File: src/rtl/rv32_pkg.sv
// rv32_pkg: shared RV32I load/store funct3 codes, LSU state type and decode helpers
package rv32_pkg;
  localparam logic [2:0] F3_B  = 3'b000;
  localparam logic [2:0] F3_H  = 3'b001;
  localparam logic [2:0] F3_W  = 3'b010;
  localparam logic [2:0] F3_BU = 3'b100;
  localparam logic [2:0] F3_HU = 3'b101;
  typedef enum logic {IDLE, RMW_WR} lsu_state_t;
  function automatic logic f3_ok(input logic [2:0] f3);
    return f3 inside {F3_B, F3_H, F3_W, F3_BU, F3_HU};
  endfunction
  function automatic logic f3_mis(input logic [2:0] f3, input logic [1:0] off);
    return (f3[1:0] == 2'b10 && off != 2'b00) || (f3[1:0] == 2'b01 && off[0]);
  endfunction
endpackage

File: src/rtl/lsu_lane.sv
// lsu_lane: byte/half lane merge for sub-word stores and sign/zero extension for loads
module lsu_lane
  import rv32_pkg::*;
(
  input  logic [2:0]  funct3,
  input  logic [1:0]  off,
  input  logic [31:0] old_word,
  input  logic [31:0] wdata,
  output logic [31:0] st_word,
  output logic [31:0] ld_val
);
  logic [4:0] bsh, hsh;
  logic [7:0] b;
  logic [15:0] h;
  logic [31:0] mask, ins;
  assign bsh = {off, 3'b000};
  assign hsh = {off[1], 4'b0000};
  assign b = 8'(old_word >> bsh);
  assign h = 16'(old_word >> hsh);
  assign mask = funct3[0] ? 32'h0000_FFFF << hsh : 32'h0000_00FF << bsh;
  assign ins = funct3[0] ? {16'b0, wdata[15:0]} << hsh : {24'b0, wdata[7:0]} << bsh;
  assign st_word = (old_word & ~mask) | ins;
  always_comb
    ld_val = funct3 == F3_B  ? {{24{b[7]}}, b} :
             funct3 == F3_H  ? {{16{h[15]}}, h} :
             funct3 == F3_BU ? {24'b0, b} :
             funct3 == F3_HU ? {16'b0, h} : old_word;
endmodule

File: src/rtl/mem_lsu.sv
// mem_lsu: RV32I load/store unit onto word-only dmem; sb/sh via 2-cycle RMW; LSU_PERF_EN adds counters
module mem_lsu
  import rv32_pkg::*;
#(
  parameter int CNT_W = 32
) (
  input  logic        clk,
  input  logic        rst_n,
  input  logic        req_valid,
  input  logic        req_we,
  input  logic [2:0]  req_funct3,
  input  logic [31:0] req_addr,
  input  logic [31:0] req_wdata,
  output logic [31:0] ld_data,
  output logic        stall,
  output logic        misalign,
  output logic        dm_w_en,
  output logic [31:0] dm_addr,
  output logic [31:0] dm_w_d,
  input  logic [31:0] dm_r_d
`ifdef LSU_PERF_EN
  ,
  output logic [CNT_W-1:0] n_loads,
  output logic [CNT_W-1:0] n_stores,
  output logic [CNT_W-1:0] n_rmw,
  output logic [CNT_W-1:0] n_misalign
`endif
);
  lsu_state_t state, nxt;
  logic [31:0] rmw_addr, rmw_data, st_word, ld_val;
  logic ok, mis, go, sub_st, w_st, in_wr;
  lsu_lane u_lane (
    .funct3  (req_funct3),
    .off     (req_addr[1:0]),
    .old_word(dm_r_d),
    .wdata   (req_wdata),
    .st_word (st_word),
    .ld_val  (ld_val)
  );
  assign ok = f3_ok(req_funct3);
  assign mis = ok & f3_mis(req_funct3, req_addr[1:0]);
  assign in_wr = state == RMW_WR;
  assign go = rst_n & req_valid & ~in_wr & ok & ~mis;
  assign sub_st = go & req_we & (req_funct3 != F3_W);
  assign w_st = go & req_we & (req_funct3 == F3_W);
  always_comb begin
    nxt = sub_st ? RMW_WR : IDLE;
    stall = sub_st;
    misalign = rst_n & req_valid & ~in_wr & mis;
    dm_w_en = rst_n & (in_wr | w_st);
    dm_addr = in_wr ? rmw_addr : {req_addr[31:2], 2'b00};
    dm_w_d = in_wr ? rmw_data : req_wdata;
    ld_data = (ok & ~mis) ? ld_val : 32'h0;
  end
  always_ff @(posedge clk) begin
    if (!rst_n) begin
      state <= IDLE;
      rmw_addr <= '0;
      rmw_data <= '0;
    end else begin
      state <= nxt;
      if (sub_st) begin
        rmw_addr <= {req_addr[31:2], 2'b00};
        rmw_data <= st_word;
      end
    end
  end
`ifdef LSU_PERF_EN
  always_ff @(posedge clk) begin
    if (!rst_n) begin
      n_loads <= '0;
      n_stores <= '0;
      n_rmw <= '0;
      n_misalign <= '0;
    end else begin
      if (go & ~req_we) n_loads <= n_loads + 1'b1;
      if (w_st | in_wr) n_stores <= n_stores + 1'b1;
      if (in_wr) n_rmw <= n_rmw + 1'b1;
      if (misalign) n_misalign <= n_misalign + 1'b1;
    end
  end
`endif
endmodule

File: config.mk
export PLATFORM = sky130hd
export DESIGN_NAME = mem_lsu
export DESIGN_NICKNAME = d
export VERILOG_FILES = /design/src/rtl/rv32_pkg.sv /design/src/rtl/lsu_lane.sv /design/src/rtl/mem_lsu.sv
export SDC_FILE = /design/constraint.sdc
export NUM_CORES = 1
export LEC_CHECK = 0
export CORE_ASPECT_RATIO = 0.5
export CORE_MARGIN = 8
export CORE_UTILIZATION = 47
export CTS_CLUSTER_SIZE = 14
export DETAILED_ROUTE_END_ITERATION = 10
export GPL_ROUTABILITY_DRIVEN = 0
export PLACE_DENSITY_LB_ADDON = 0.15
export SYNTH_ARGS = -nofsm -noshare
export SYNTH_HDL_FRONTEND = slang
export SYNTH_SLANG_ARGS = --single-unit
File: constraint.sdc
create_clock -name clk -period 2.82 [get_ports clk]
set_clock_uncertainty 0.05 [all_clocks]
set_input_delay 0.564 -clock clk [delete_from_list [all_inputs] [get_ports clk]]
set_output_delay 0.564 -clock clk [all_outputs]
set_load 0.1 [all_outputs]
== Yosys cells after proc, flatten, opt, wreduce, memory -nomap -nowiden ==
Cells that the tools add are included.

* Bits in registers: 63
* Latch bits: 0
* Bits in writable memories: 0
* ROM bits: 0
* Output and inout port bits: 99
* Memories: 0

* $add $sub $neg: 0
* Multiply operators: 0
* Divide/modulo/power cells: 0
* $lt $le $gt $ge: 0
* Eq/ne operators: 7
* Shifts and indexed selects: 6
* Muxes and demuxes: 10
* Bitwise gates (word level): 17
* Reductions and logical operators: 6

{| class="wikitable"
|+ Operator list
! cell !! number
|-
| 32-bit 2-to-1 mux || 9
|-
| 32-bit bitwise AND || 1
|-
| 32-bit NOT || 1
|-
| 32-bit OR || 1
|-
| 16-bit by 5-bit left shift with 32-bit output || 1
|-
| 16-bit by 5-bit left shift with 32-bit output, first input constant || 1
|-
| 8-bit by 5-bit left shift with 32-bit output || 1
|-
| 8-bit by 5-bit left shift with 32-bit output, first input constant || 1
|-
| 32-bit by 5-bit right shift with 16-bit output || 1
|-
| 32-bit by 5-bit right shift with 8-bit output || 1
|-
| 1-bit bitwise AND || 11
|-
| 3-bit equality test, second input constant || 2
|-
| 5-bit nonzero test || 1
|-
| 3-bit by 1-bit equality test with 1-bit output, second input constant || 1
|-
| 3-bit by 2-bit equality test with 1-bit output, second input constant || 1
|-
| 3-bit zero test || 1
|-
| 3-bit by 2-bit != test with 1-bit output, second input constant || 1
|-
| 2-bit by 1-bit equality test with 1-bit output, second input constant || 1
|-
| 2-bit equality test, second input constant || 1
|-
| 1-bit logical AND || 2
|-
| 1-bit NOT || 2
|-
| 2-bit nonzero test || 1
|-
| 1-bit logical OR || 1
|-
| 1-bit 2-to-1 mux || 1
|-
| 1-bit OR || 1
|}

== Depth between registers and ports, before layout ==
Gate-level depths: netlist of run 1.

* Depth in word-level cells: 10
* Mapped depth: 6
* Mapped depth without buffers: 3

== Hierarchy ==
Synthesis of run 1 repeated with hierarchy kept, for this count alone.

* Cells, all modules: 583
* Area total of the unflattened synthesis: 4545.6 sq um

{| class="wikitable"
|+ Modules (own cells, without submodules)
! module !! times used !! cells an instance !! area each (sq um) !! seq. area each (sq um)
|-
| mem_lsu || 1 || 403 || 3392.0 || 1261.2
|-
| lsu_lane || 1 || 180 || 1153.6 || 0.0
|}

== Worst setup path before layout of run 1 ==
OpenSTA, ideal clock, no wires.

* Path type: input-to-output
* Start: input req_funct3[1]
* End: output ld_data[10]
* Data arrival time: 3531 ps
* Data required time: 2206 ps
* Path slack: -1325 ps
* Stages: 5
* Path buffers: 2
* Path through: buf_2 > buf_2 > nor3_1 > a21boi_1 > a211oi_1

* Word-level cells in the longest chain between the ends: 7
* Elaborated cells on any way between the ends: 19

{| class="wikitable"
|+ RTL lines
! what !! RTL line !! RTL
|-
| start, declared || mem_lsu.sv:11 || <nowiki>input logic [2:0] req_funct3,</nowiki>
|-
| branches (longest 6 deep; another with 32-bit 2-to-1 mux) || -- ||
|-
| 32-bit 2-to-1 mux (*) || mem_lsu.sv:53 || <nowiki>ld_data = (ok & ~mis) ? ld_val : 32'h0;</nowiki>
|-
| end, declared || mem_lsu.sv:14 || <nowiki>output logic [31:0] ld_data,</nowiki>
|}

Mark *: on every way between the ends.

== Worst setup path in the final report of run 1 ==
* Start: input req_funct3[0]
* End: output ld_data[22]

Same word-level chain as after synthesis.

==> results.env, run 1 <==
PRECTSSETUPSLACK_PS=-298
CTS.HTREE.LEVELS=3
WORSTREGTOREGCELLS=5
DIE_H_UM=86.1
CLOCK_POWER_SHARE_PCT=31.4
CLOCK_INSERTION_DELAY_WORST_SKEW_PS=320
TIMING.FINAL.CRIT_SHARE_PCT=99.1
REMAINING_DRC_ERRORS=0
POWER.COMBINATIONAL.FRACTION_PCT=44.9
HOLDPATHSTAGES=2
CTS-ROOT-BUF='sky130_fd_sc_hd__clkbuf_16'
SYNTH.AVG_CELL_AREA_UM2=8.39
CELL_INTERNAL_PWR_W=0.00240
DRIVE_ABOVE_1_SHARE_PCT=36.8
SYN2LAYOUT_AREA_GROWTH_PCT=80.8
INITIALDRTVIOLATIONCOUNT=531
MAX_CAP_VIOL=0
CP.ARRIVAL_PS=2180
POST_CTS_HOLD_BUFFER_COUNT=0
ANTENNADIODECOUNT=0
NETSWITCHINGFRACTION_PCT=38.9
CTS.CLK_SLEW.WORST_PATHS_PS=60
CRITICALPATHCATEGORY='input port to output pin'
POWER.SEQUENTIAL.FRACTION_PCT=23.7
MOST_FREQUENT_STANDARD_CELL_IN_THE_LAYOUT_EXCLUDING_FILL_AND_TAP_CELLS='sky130_fd_sc_hd__buf_12'
SMALLEST_SETUP_SLACK_AFTER_LAYOUT_PS=24.4
OVERALL_GLOBAL_ROUTING_USAGE_PCT=28.8
BUFFER_PORTS.INSERTED=199
INITIAL_ANTENNA_VIOLATION_COUNT=0
GRT_REMAINING_OVERFLOW=0
P_LEAK_nW=3.09
VDD_IR_DROP_MAX_uV=411
NUM_ROWS=25
POWER_DENSITY_mW_PER_MM2=469
DP_HPWL_MM=14.2
WIRE_LENGTH_OF_THE_FIRST_GLOBAL_ROUTING_PASS_MM=31.1
YS_TYPES=58
CRIT_PATH_MAX_FANOUT=7
YS_SEQ_ELEMENTS=63
WORST_SLEW_PIN_SLEW_PS=756
FILLERS=474
DIE_WIDTH_UM=156
ROUTE.VIAS.TOTAL=5672
ROUTE.FINAL.WIRE_LENGTH_MM=20.5
TIMING.FINAL.MAX_SLEW_VIOLATIONS=0
STARTPOINT_TYPE='input port'
CP.REQUIRED_PS=2210
SYNTH.TOP_CELL.AREA_SHARE_PCT=27.3
CORE_AREA_MM2=0.00951
DESIGN.DIE.AREA_MM2=0.0135
PERIOD_NEEDED_PS=2800
CTS_TREE='yes'
TIMING.FINAL.SETUP_VIOLATIONS=0
MULTIINPUTGATEAREA_MM2=0.00318
MAXIMUM_NUMBER_OF_PINS_ON_ONE_NET_BEFORE_GLOBAL_ROUTE_REPAIR=63
SYNTH_AREA_LEADER_CELL='sky130_fd_sc_hd__dfxtp_1'
SYNTHARSTFLOPSHARE_PCT=0
CLOCK-SINKS=63
MAXIMUM_CLOCK_RATE_GHz=0.358
TIMING.SETUP.TNS_PS=0
IOS=202
POST_SYNTH_INSTANCE_AREA_MM2=0.00462
POSTSYNTH.TOPFLOPCELL='sky130_fd_sc_hd__dfxtp_1'
WORST_SLEW_MARGIN_RELATIVE_TO_ITS_LIMIT_PCT=49.6
DPL-INSTANCE-AREA_MM2=0.00791
STATUS='finished clean'
HOLD_CLASS='flip-flop to flip-flop'
DETAILEDROUTE.FIRSTPASSITERATIONCOUNT=6
VIASPERCELL=6.40
YOSYS_WARNINGS=0
FIRST_GLOBAL_VIAS=5533
DRTANTENNAVIOLNETS=0
FINAL_CELL_MIX='103 x sky130_fd_sc_hd__buf_12, 93 x sky130_fd_sc_hd__clkdlybuf4s50_1, 62 x sky130_fd_sc_hd__mux2_2, 62 x sky130_fd_sc_hd__dfxtp_1, 49 x sky130_fd_sc_hd__a21oi_1'
CTS_BUFFER_DEPTH=2
FINAL_DESIGN_INSTANCE_AREA_WITHOUT_FILL_MM2=0.00836
START_UTIL_PCT=48.6
SYNTH_SEQ_AREA_SHARE_PCT=27.3
SYNTH_EDF_COUNT=0
POST_DRT_WL_PER_CELL_UM=23.2
ENDPOINT_KIND='output pin'
CTS_INSERTED_BUFFERS=9
P_SWITCHING_W=0.00153
SYNTH.TOP_CELLS.BY_AREA='sky130_fd_sc_hd__dfxtp_1 27%, sky130_fd_sc_hd__mux2_2 15%, sky130_fd_sc_hd__o21ai_0 5.8%'
HOLD_VIOLATIONS=0
SYNTHESIS.INSTANCES=551
NNETSFINAL=849
LAYOUT.AREA.SEQ_MM2=0.00126
-- per-stage QoR --
stage,hold WS [ps],cells,total power [W],util [%]
finish,423,886,0.00392,87.9
global route,439,886,0.00402,87.9
CTS,419,886,0.00390,87.6
detailed placement,410,865,0.00266,83.2
global placement,403,865,0.00264,83.2
floorplan,394,552,0.00198,-
-- area by class of cell --
| class | instances | area share, % |
|---|---|---|
| timing repair buffer | 246 | 40.7 |
| multi-input combinational | 422 | 38.0 |
| sequential | 63 | 15.1 |
| clock buffer | 11 | 3.02 |
| tap | 135 | 2.02 |
| clock inverter | 5 | 0.958 |
| inverter | 4 | 0.180 |
-- worst max-delay path, cell delays in order --
cell and delay, ps:
sky130_fd_sc_hd__dlygate4sd2_1 380, sky130_fd_sc_hd__buf_4 210, sky130_fd_sc_hd__nor2b_2 250, sky130_fd_sc_hd__buf_4 210, sky130_fd_sc_hd__nor2_1 70, sky130_fd_sc_hd__o21ai_1 270, sky130_fd_sc_hd__buf_12 220
-- cell families after synthesis --
logic type	Yosys count	share of synthesized area, %
and+or+nand+nor	130	15.6
AOI/OAI and AO/OA	212	30.3
DFF	63	27.3
other	1	0.0811
muxes	78	18.9
buffers and inverters	67	7.82
-- final timing paths --
| kind | start | endpoint | slack [ps] |
|---|---|---|---|
| setup / recovery | req_funct3[0] | ld_data[22] | 20 |
| hold / removal | rmw_addr[26] | rmw_addr[26] | 420 |
| setup reg to reg | in_wr | rmw_data[9] | 670 |
| hold reg to reg | rmw_addr[26] | rmw_addr[26] | 420 |
-- power groups by stage --
stage | combinational [W] | sequential [W] | clock, W
floorplan | 0.00104 | 0.000940 | 0
global route | 0.00181 | 0.000932 | 0.00128
detailed placement | 0.00172 | 0.000948 | 0
finish | 0.00176 | 0.000930 | 0.00123
CTS | 0.00174 | 0.000930 | 0.00123
global placement | 0.00170 | 0.000946 | 0
-- synthesized netlist by cell type (2+ instances only) --
cell type / instances
sky130_fd_sc_hd__dfxtp_1: 63
sky130_fd_sc_hd__mux2_2: 62
sky130_fd_sc_hd__o21ai_0: 54
sky130_fd_sc_hd__a21oi_1: 50
sky130_fd_sc_hd__nand3_1: 46
sky130_fd_sc_hd__buf_2: 28
sky130_fd_sc_hd__nand2_1: 22
sky130_fd_sc_hd__nor2_1: 21
sky130_fd_sc_hd__clkbuf_1: 17
sky130_fd_sc_hd__buf_4: 16
sky130_fd_sc_hd__o211ai_1: 16
sky130_fd_sc_hd__o22ai_1: 16
sky130_fd_sc_hd__a311oi_1: 15
sky130_fd_sc_hd__mux2i_1: 14
sky130_fd_sc_hd__o32ai_1: 14
sky130_fd_sc_hd__o21ai_1: 9
sky130_fd_sc_hd__or2_2: 9
sky130_fd_sc_hd__a211oi_1: 8
sky130_fd_sc_hd__nor2b_1: 8
sky130_fd_sc_hd__o221ai_1: 8
sky130_fd_sc_hd__o221a_2: 7
sky130_fd_sc_hd__nand4bb_1: 5
sky130_fd_sc_hd__nand2b_1: 3
sky130_fd_sc_hd__or4bb_1: 3
sky130_fd_sc_hd__buf_6: 2
sky130_fd_sc_hd__clkinv_1: 2
sky130_fd_sc_hd__or3b_1: 2
-- repair_timing --
item,CTS,global route
gates resized for setup,8,10
pin swaps,4,1
endpoints found under the setup margin,33,20
setup buffers,5,0
cloned,0,0
-- flip-flops by register name, summed over array words and instances, names as in the netlist --
register  cells
rmw_data     32
in_wr         1
rmw_addr     30
-- metal layers --
metal / wire [um] / global-route usage, % / vias up
met3: 2210 / 8.53 / 50
met1: 7930 / 35.0 / 2754
met2: 9890 / 48.2 / 366
met4: 508 / 9.35 / 0
met5: 0 / 0 / -
li1: - / - / 2502
Power figures use the tool's default switching activity.
==> inputs of run 2 (changes only) <==
--- a/config.mk
+++ b/config.mk
@@ -11,7 +11,7 @@
 export CTS_CLUSTER_SIZE = 14
 export DETAILED_ROUTE_END_ITERATION = 10
 export GPL_ROUTABILITY_DRIVEN = 0
-export PLACE_DENSITY_LB_ADDON = 0.15
+export PLACE_DENSITY = 0.94
 export SYNTH_ARGS = -nofsm -noshare
 export SYNTH_HDL_FRONTEND = slang
 export SYNTH_SLANG_ARGS = --single-unit
==> run 2 against run 1 <==
  * First-iteration DRC count up 40%
  * Critical path depth is the same
  * Worst hold slack worse by 0.98 ps
  * Count of clock-buffer cells in the layout rose by 2
  * Largest cell class unchanged
  * Die area stayed put
  * Critical path type unchanged
==> results.env, run 2 (synthesized netlist as in run 1, its figures left out) <==
START_UTIL_PCT=48.6  # unchanged
WORST_PATH_DOMINANT_CELL_FAMILY='buffers and inverters'  # unchanged
REG2REG_CAPTURE_POINT='rmw_data[21]'  # was rmw_data[9]
POST_DRT_WL_PER_CELL_UM=26.4  # was 23.2 um
BUFFER_PORTS.INSERTED=199  # unchanged
TIMING.CRITICAL_PATH.SLOWEST_CELL_DELAY_PS=360  # was 380 ps
TIMING.FINAL.MAX_SLEW_VIOLATIONS=0  # unchanged
POST_CTS_HOLD_BUFFER_COUNT=0  # unchanged
CP.ARRIVAL_PS=2130  # was 2180 ps
VDD_IR_DROP_MAX_uV=335  # was 411 uV
NNETSFINAL=845  # was 849
REG2REG_FROM='in_wr'  # unchanged
DETAILEDROUTE.FIRSTPASSITERATIONCOUNT=7  # was 6
HOLD_VIOLATIONS=0  # unchanged
WORST_SLEW_PIN_SLEW_PS=690  # was 756 ps
RSZ_0062_RAISED_AFTER_GLOBAL_ROUTING='no'
CLOCK_INSERTION_DELAY_WORST_SKEW_PS=330  # was 320 ps
IOS=202  # unchanged
PRECTSSETUPSLACK_PS=-252  # was -298 ps
HOLDPATHSTAGES=2  # unchanged
CTS_TREE='yes'  # unchanged
OVERALL_GLOBAL_ROUTING_USAGE_PCT=33.6  # was 28.8%
DPL-INSTANCE-AREA_MM2=0.00785  # was 0.00791 mm^2
TIMING.FINAL.CRIT_SHARE_PCT=97.4  # was 99.1%
HOLD_CLASS='flip-flop to flip-flop'  # unchanged
WORSTREGTOREGCELLS=5  # unchanged
SMALLEST_SETUP_SLACK_AFTER_LAYOUT_PS=74.6  # was 24.4 ps
FINAL_DESIGN_INSTANCE_AREA_WITHOUT_FILL_MM2=0.00830  # was 0.00836 mm^2
LAYOUT.AREA.SEQ_MM2=0.00126  # unchanged
CTS_BUFFER_DEPTH=2  # unchanged
WIRE_LENGTH_OF_THE_FIRST_GLOBAL_ROUTING_PASS_MM=35.9  # was 31.1 mm
STATUS='finished clean'  # unchanged
P_LEAK_nW=3.05  # was 3.09 nW
DIE_WIDTH_UM=156  # unchanged
ENDPOINT_KIND='output pin'  # unchanged
TIMING.FINAL.SETUP_VIOLATIONS=0  # unchanged
NUMBER_OF_BUFFERS_AND_INVERTERS_ON_THE_CRITICAL_PATH=4  # unchanged
WORSTHOLDENDPOINT='rmw_addr[20]'  # was rmw_addr[26]
CTS_INSERTED_BUFFERS=9  # unchanged
FINALHOLDWORSTSLACK_PS=422  # was 423 ps
MAXIMUM_NUMBER_OF_PINS_ON_ONE_NET_BEFORE_GLOBAL_ROUTE_REPAIR=63  # unchanged
REGMOSTFLOPS='rmw_data'  # unchanged
ROUTE.FINAL.WIRE_LENGTH_MM=23.3  # was 20.5 mm
ANTENNADIODECOUNT=0  # unchanged
SYN2LAYOUT_AREA_GROWTH_PCT=79.6  # was 80.8%
FILLERS=428  # was 474
POWER.COMBINATIONAL.FRACTION_PCT=44.7  # was 44.9%
CELL_INTERNAL_PWR_W=0.00246  # was 0.00240 W
INITIALDRTVIOLATIONCOUNT=746  # was 531
DRTANTENNAVIOLNETS=0  # unchanged
POWER_DENSITY_mW_PER_MM2=481  # was 469 mW/mm^2
LARGEST_REGISTER_FF_COUNT=32  # unchanged
TOTAL_POWER_W=0.00400  # was 0.00392 W
FINAL_CELL_MIX='100 x sky130_fd_sc_hd__buf_12, 93 x sky130_fd_sc_hd__clkdlybuf4s50_1, 62 x sky130_fd_sc_hd__mux2_2, 62 x sky130_fd_sc_hd__dfxtp_1, 49 x sky130_fd_sc_hd__a21oi_1'  # was 103 x sky130_fd_sc_hd__buf_12, 93 x sky130_fd_sc_hd__clkdlybuf4s50_1, 62 x sky130_fd_sc_hd__mux2_2, 62 x sky130_fd_sc_hd__dfxtp_1, 49 x sky130_fd_sc_hd__a21oi_1
CTS.HTREE.LEVELS=3  # unchanged
CORE_AREA_MM2=0.00951  # unchanged
DESIGN.DIE.AREA_MM2=0.0135  # unchanged
CLOCK_POWER_SHARE_PCT=32.1  # was 31.4%
NETSWITCHINGFRACTION_PCT=38.5  # was 38.9%
CP.REQUIRED_PS=2210  # about the same
WORST_SLEW_MARGIN_RELATIVE_TO_ITS_LIMIT_PCT=53.5  # was 49.6%
REMAINING_DRC_ERRORS=0  # unchanged
POWER.SEQUENTIAL.FRACTION_PCT=23.3  # was 23.7%
FIRST_GLOBAL_VIAS=6122  # was 5533
P_SWITCHING_W=0.00154  # was 0.00153 W
STARTPOINT_TYPE='input port'  # unchanged
PERIOD_NEEDED_PS=2750  # was 2800 ps
VIASPERCELL=6.80  # was 6.40
CTS.CLK_SLEW.WORST_PATHS_PS=50  # was 60 ps
MAX_CAP_VIOL=0  # unchanged
DP_HPWL_MM=15.4  # was 14.2 mm
CLOCK-SINKS=63  # unchanged
CPMAXSTAGEDELAYCELL='sky130_fd_sc_hd__a211oi_4'  # was sky130_fd_sc_hd__dlygate4sd2_1
NUM_ROWS=25  # unchanged
INITIAL_ANTENNA_VIOLATION_COUNT=0  # unchanged
MOST_FREQUENT_STANDARD_CELL_IN_THE_LAYOUT_EXCLUDING_FILL_AND_TAP_CELLS='sky130_fd_sc_hd__buf_12'  # unchanged
MAXIMUM_CLOCK_RATE_GHz=0.364  # was 0.358 GHz
WORSTPATHCELLLIST='buf_2 > buf_4 > and3b_2 > o21ai_4 > buf_6 > a211oi_4 > buf_12'  # was dlygate4sd2_1 > buf_4 > nor2b_2 > buf_4 > nor2_1 > o21ai_1 > buf_12
DIE_H_UM=86.1  # unchanged
CRIT_PATH_MAX_FANOUT=27  # was 7
DRIVE_ABOVE_1_SHARE_PCT=35.9  # was 36.8%
CTS-ROOT-BUF='sky130_fd_sc_hd__clkbuf_16'  # unchanged
REG2REG_SETUP_SLACK_PS=750  # was 670 ps
GRT_REMAINING_OVERFLOW=0  # unchanged
HP-START='rmw_addr[20]'  # was rmw_addr[26]
CRITICALPATHCATEGORY='input port to output pin'  # unchanged
MULTIINPUTGATEAREA_MM2=0.00319  # was 0.00318 mm^2
ROUTE.VIAS.TOTAL=5998  # was 5672
-- run 2: cell type report --
cell class              instances  share of cell area, %
repair buffers                242                   40.0
multi-input cells             422                   38.4
flip-flops and latches         63                   15.2
clock buffers                  13                   3.01
well taps                     135                   2.03
clock inverters                 3                   1.09
inverters                       4                  0.181
-- run 2: per-stage QoR --
stage | util, % | std cells | TNS, ps
6_report | 87.3 | 882 | 0
5_1_grt | 87.3 | 882 | 0
4_1_cts | 87.1 | 882 | 0
3_5_place_dp | 82.6 | 859 | -5280
3_3_place_gp | 82.6 | 859 | -2090
2_1_floorplan | - | 552 | -7110
-- run 2: how the worst max path moves through the flow --
stage | slack [ps] | from | cells past startpoint | end
6_report | 70 | req_addr[1] | 7 | ld_data[13]
5_1_grt | 50 | req_addr[1] | 7 | ld_data[13]
4_1_cts | 9 | dm_r_d[31] | 5 | ld_data[7]
3_5_place_dp | -250 | req_funct3[0] | 5 | ld_data[28]
3_3_place_gp | -110 | req_funct3[1] | 5 | ld_data[17]
2_1_floorplan | -500 | req_funct3[1] | 5 | ld_data[21]
-- run 2: what timing repair did --
action | in CTS | in global routing
resized for setup | 12 | 11
gates cloned | 0 | 0
endpoints found under the setup margin | 33 | 17
setup buffers | 7 | 0
pin swaps | 3 | 1
-- run 2: worst reg2reg max path, cell delays in order, from the launching register on --
cell	delay (ps)
sky130_fd_sc_hd__dfxtp_2	310
sky130_fd_sc_hd__buf_4	260
sky130_fd_sc_hd__and4b_2	360
sky130_fd_sc_hd__buf_4	340
sky130_fd_sc_hd__a21oi_1	180
sky130_fd_sc_hd__a311oi_1	430
-- run 2: layer usage --
metal / wire length [um] / up-vias / GRT usage (%) / share of wire (%)
li1: - / 2498 / - / -
met1: 7940 / 2836 / 35.6 / 34
met2: 11100 / 491 / 56.3 / 48
met3: 2540 / 173 / 11.7 / 11
met4: 1710 / 0 / 22.7 / 7.3
met5: 0 / - / 0 / 0
-- run 2: power by group through the flow --
| stage | sequential, W | combinational (W) | clock (W) |
|---|---|---|---|
| 2_1_floorplan | 0.000940 | 0.00104 | 0 |
| 6_report | 0.000929 | 0.00178 | 0.00128 |
| 4_1_cts | 0.000927 | 0.00176 | 0.00129 |
| 3_5_place_dp | 0.000945 | 0.00172 | 0 |
| 3_3_place_gp | 0.000943 | 0.00169 | 0 |
| 5_1_grt | 0.000929 | 0.00182 | 0.00134 |
==> inputs of run 3 (changes only) <==
--- a/config.mk
+++ b/config.mk
@@ -11,6 +11,8 @@
 export CTS_CLUSTER_SIZE = 14
 export DETAILED_ROUTE_END_ITERATION = 10
 export GPL_ROUTABILITY_DRIVEN = 0
+export GPL_TIMING_DRIVEN = 0
+export HOLD_SLACK_MARGIN = 0.02
 export PLACE_DENSITY = 0.94
 export SYNTH_ARGS = -nofsm -noshare
 export SYNTH_HDL_FRONTEND = slang
==> run 3 against run 2 <==
  * Sequential cell count unchanged
  * Sequential power hardly changed
  * Combinational power down 16%
  * Final cell count increased by 2.7%
  * Total power decreased by 11%
  * First-iteration DRC count shrank 20%
  * Clock power decreased by 12%
  * Via count down 4.1%
  * Global-route usage is 4.6 points lower
  * Sequential share of layout area is 2.0 points higher
  * Largest power group unchanged
  * Highest routed layer unchanged
==> results.env, run 3 (synthesized netlist as in run 1, its figures left out) <==
P_LEAK_nW=2.70  # was 3.05 nW
FINAL_CELL_MIX='93 x sky130_fd_sc_hd__clkdlybuf4s50_1, 63 x sky130_fd_sc_hd__dfxtp_1, 62 x sky130_fd_sc_hd__mux2_2'  # was 100 x sky130_fd_sc_hd__buf_12, 93 x sky130_fd_sc_hd__clkdlybuf4s50_1, 62 x sky130_fd_sc_hd__mux2_2, 62 x sky130_fd_sc_hd__dfxtp_1, 49 x sky130_fd_sc_hd__a21oi_1
REG2REG_FROM='in_wr'  # unchanged
CTS_TREE='yes'  # unchanged
ANTENNADIODECOUNT=0  # unchanged
WORSTREGTOREGCELLS=5  # unchanged
ROUTEDLENGTHMET1_MM=7.56  # was 7.94 mm
SMALLEST_SETUP_SLACK_AFTER_LAYOUT_PS=66.3  # was 74.6 ps
CLOCK-SINKS=63  # unchanged
MAX_CAP_VIOL=0  # unchanged
START_UTIL_PCT=48.6  # unchanged
TOTAL_POWER_W=0.00356  # was 0.00400 W
WORSTSETUPSTARTPOINT='req_funct3[2]'  # was req_addr[1]
MAXIMUM_NUMBER_OF_PINS_ON_ONE_NET_BEFORE_GLOBAL_ROUTE_REPAIR=12  # was 63
REMAINING_DRC_ERRORS=0  # unchanged
HOLDPATHSTAGES=2  # unchanged
PERIOD_NEEDED_PS=2750  # about the same
POWER_DENSITY_mW_PER_MM2=486  # was 481 mW/mm^2
WORSTPATHCELLLIST='dlygate4sd2_1 > nor3b_4 > a22oi_2 > buf_4 > o21ai_1 > clkbuf_4'  # was buf_2 > buf_4 > and3b_2 > o21ai_4 > buf_6 > a211oi_4 > buf_12
CP.ARRIVAL_PS=2140  # was 2130 ps
FINALHOLDWORSTSLACK_PS=423  # was 422 ps
TIMING.FINAL.SETUP_VIOLATIONS=0  # unchanged
DRIVE_ABOVE_1_SHARE_PCT=35.8  # was 35.9%
WIRE_LENGTH_OF_THE_FIRST_GLOBAL_ROUTING_PASS_MM=31.6  # was 35.9 mm
CRIT_PATH_MAX_FANOUT=6  # was 27
INITIALDRTVIOLATIONCOUNT=597  # was 746
POST_DRT_WL_PER_CELL_UM=22.5  # was 26.4 um
VIASPERCELL=6.35  # was 6.80
RSZ_0062_RAISED_AFTER_GLOBAL_ROUTING='no'  # unchanged
WORST_SLEW_MARGIN_RELATIVE_TO_ITS_LIMIT_PCT=32.1  # was 53.5%
FIRST_GLOBAL_VIAS=5723  # was 6122
ENDPOINT_KIND='output pin'  # unchanged
HOLD_CLASS='flip-flop to flip-flop'  # unchanged
VDD_IR_DROP_MAX_uV=285  # was 335 uV
MOST_FREQUENT_STANDARD_CELL_IN_THE_LAYOUT_EXCLUDING_FILL_AND_TAP_CELLS='sky130_fd_sc_hd__clkdlybuf4s50_1'  # was sky130_fd_sc_hd__buf_12
HP-START='rmw_addr[30]'  # was rmw_addr[20]
DRTANTENNAVIOLNETS=0  # unchanged
DP_CELLS=884  # was 859
DIE_H_UM=86.1  # unchanged
MAXIMUM_CLOCK_RATE_GHz=0.363  # was 0.364 GHz
NNETSFINAL=869  # was 845
MET2_WIRELENGTH_MM=9.74  # was 11.1 mm
PRECTSSETUPSLACK_PS=-1210  # was -252 ps
CPMAXSTAGEDELAYCELL='sky130_fd_sc_hd__nor3b_4'  # was sky130_fd_sc_hd__a211oi_4
CTS.HTREE.LEVELS=3  # unchanged
TIMING.CRITICAL_PATH.SLOWEST_CELL_DELAY_PS=410  # was 360 ps
INITIAL_ANTENNA_VIOLATION_COUNT=0  # unchanged
DIE_WIDTH_UM=156  # unchanged
CTS-ROOT-BUF='sky130_fd_sc_hd__clkbuf_16'  # unchanged
WL_MET3_MM=2.24  # was 2.54 mm
WORST_PATH_DOMINANT_CELL_FAMILY='buffers and inverters'  # unchanged
CTS_BUFFER_DEPTH=2  # unchanged
TOP_LAYER='met4'  # unchanged
STARTPOINT_TYPE='input port'  # unchanged
GRT_REMAINING_OVERFLOW=0  # unchanged
LARGEST_REGISTER_FF_COUNT=32  # unchanged
CTS_INSERTED_BUFFERS=9  # unchanged
SYN2LAYOUT_AREA_GROWTH_PCT=58.4  # was 79.6%
TIMING.FINAL.MAX_SLEW_VIOLATIONS=0  # unchanged
OVERALL_GLOBAL_ROUTING_USAGE_PCT=29.0  # was 33.6%
CP.REQUIRED_PS=2210  # about the same
FINAL_CELL_COUNT_NO_FILL=906  # was 882
CLOCK_INSERTION_DELAY_WORST_SKEW_PS=320  # was 330 ps
CORE_AREA_MM2=0.00951  # unchanged
CRITICALPATHCATEGORY='input port to output pin'  # unchanged
IOS=202  # unchanged
DPL-INSTANCE-AREA_MM2=0.00691  # was 0.00785 mm^2
ROUTE.VIAS.TOTAL=5751  # was 5998
CRITICAL_PATH_DEPTH=6  # was 7
DP_HPWL_MM=14.6  # was 15.4 mm
DETAILEDROUTE.FIRSTPASSITERATIONCOUNT=5  # was 7
REGMOSTFLOPS='rmw_data'  # unchanged
ROUTE.FINAL.WIRE_LENGTH_MM=20.4  # was 23.3 mm
NUMBER_OF_BUFFERS_AND_INVERTERS_ON_THE_CRITICAL_PATH=3  # was 4
HOLD_VIOLATIONS=0  # unchanged
STATUS='finished clean'  # unchanged
BUFFER_PORTS.INSERTED=197  # was 199
WORST_SLEW_PIN_SLEW_PS=1020  # was 690 ps
DESIGN.DIE.AREA_MM2=0.0135  # unchanged
NUM_ROWS=25  # unchanged
TIMING.FINAL.CRIT_SHARE_PCT=97.6  # was 97.4%
CTS.CLK_SLEW.WORST_PATHS_PS=50  # about the same
FINAL_DESIGN_INSTANCE_AREA_WITHOUT_FILL_MM2=0.00732  # was 0.00830 mm^2
run 3: changes by cell type in the layout (fill, tap and decap cells not counted), sizes merged:
cell           previous run  this run
buf                     141        95
bufinv                    3         1
clkbuf                   15        37
clkdlybuf4s15             0        45
clkinv                    2         3
clkinvlp                  0         1
dlygate4sd2               3         9
dlymetal6s2s              3         0
run 3: routing by layer:
layer / up-vias / global-route usage (%)
met5: - / 0
met4: 0 / 13.0
met3: 92 / 8.22
met2: 416 / 49.3
met1: 2698 / 33.4
li1: 2545 / -
run 3: worst register-to-register path: stages (launching register included):
cell	delay, ps
sky130_fd_sc_hd__dfxtp_1	320
sky130_fd_sc_hd__nand4b_1	250
sky130_fd_sc_hd__buf_4	210
sky130_fd_sc_hd__clkbuf_1	210
sky130_fd_sc_hd__o21ai_0	260
sky130_fd_sc_hd__a21oi_1	100
run 3: metrics by stage:
| step | setup TNS, ps | utilization (%) |
|---|---|---|
| 2_1_floorplan | -7110 | - |
| 3_3_place_gp | -45870 | 72.7 |
| 3_5_place_dp | -50200 | 72.7 |
| 4_1_cts | 0 | 77.5 |
| 5_1_grt | 0 | 77.0 |
| 6_report | 0 | 77.0 |
run 3: final timing paths:
| kind | end | slack [ps] |
|---|---|---|
| max | ld_data[19] | 70 |
| min | rmw_addr[30] | 420 |
| max reg2reg | rmw_addr[26] | 1280 |
| min reg2reg | rmw_addr[30] | 420 |
run 3: repair_timing:
item                       CTS  global route
pin swaps                    6             0
buffers inserted             7             0
hold buffers                 0             0
resized for setup          419            41
gates cloned                 0             0
setup endpoints to repair   97            43
run 3: final cells by class:
type	count	area, um^2
multi-input combinational	422	3190
fill	654	2190
timing repair buffer	204	2010
sequential	63	1260
buffer	62	358
clock buffer	13	270
tap	135	169
clock inverter	3	40.0
inverter	4	18.8
run 3: power breakdown:
group / switching [W] / internal, W
logic: 0.00106 / 0.000436
registers: 0.0000129 / 0.000915
clock network: 0.000379 / 0.000753
total: 0.00145 / 0.00210
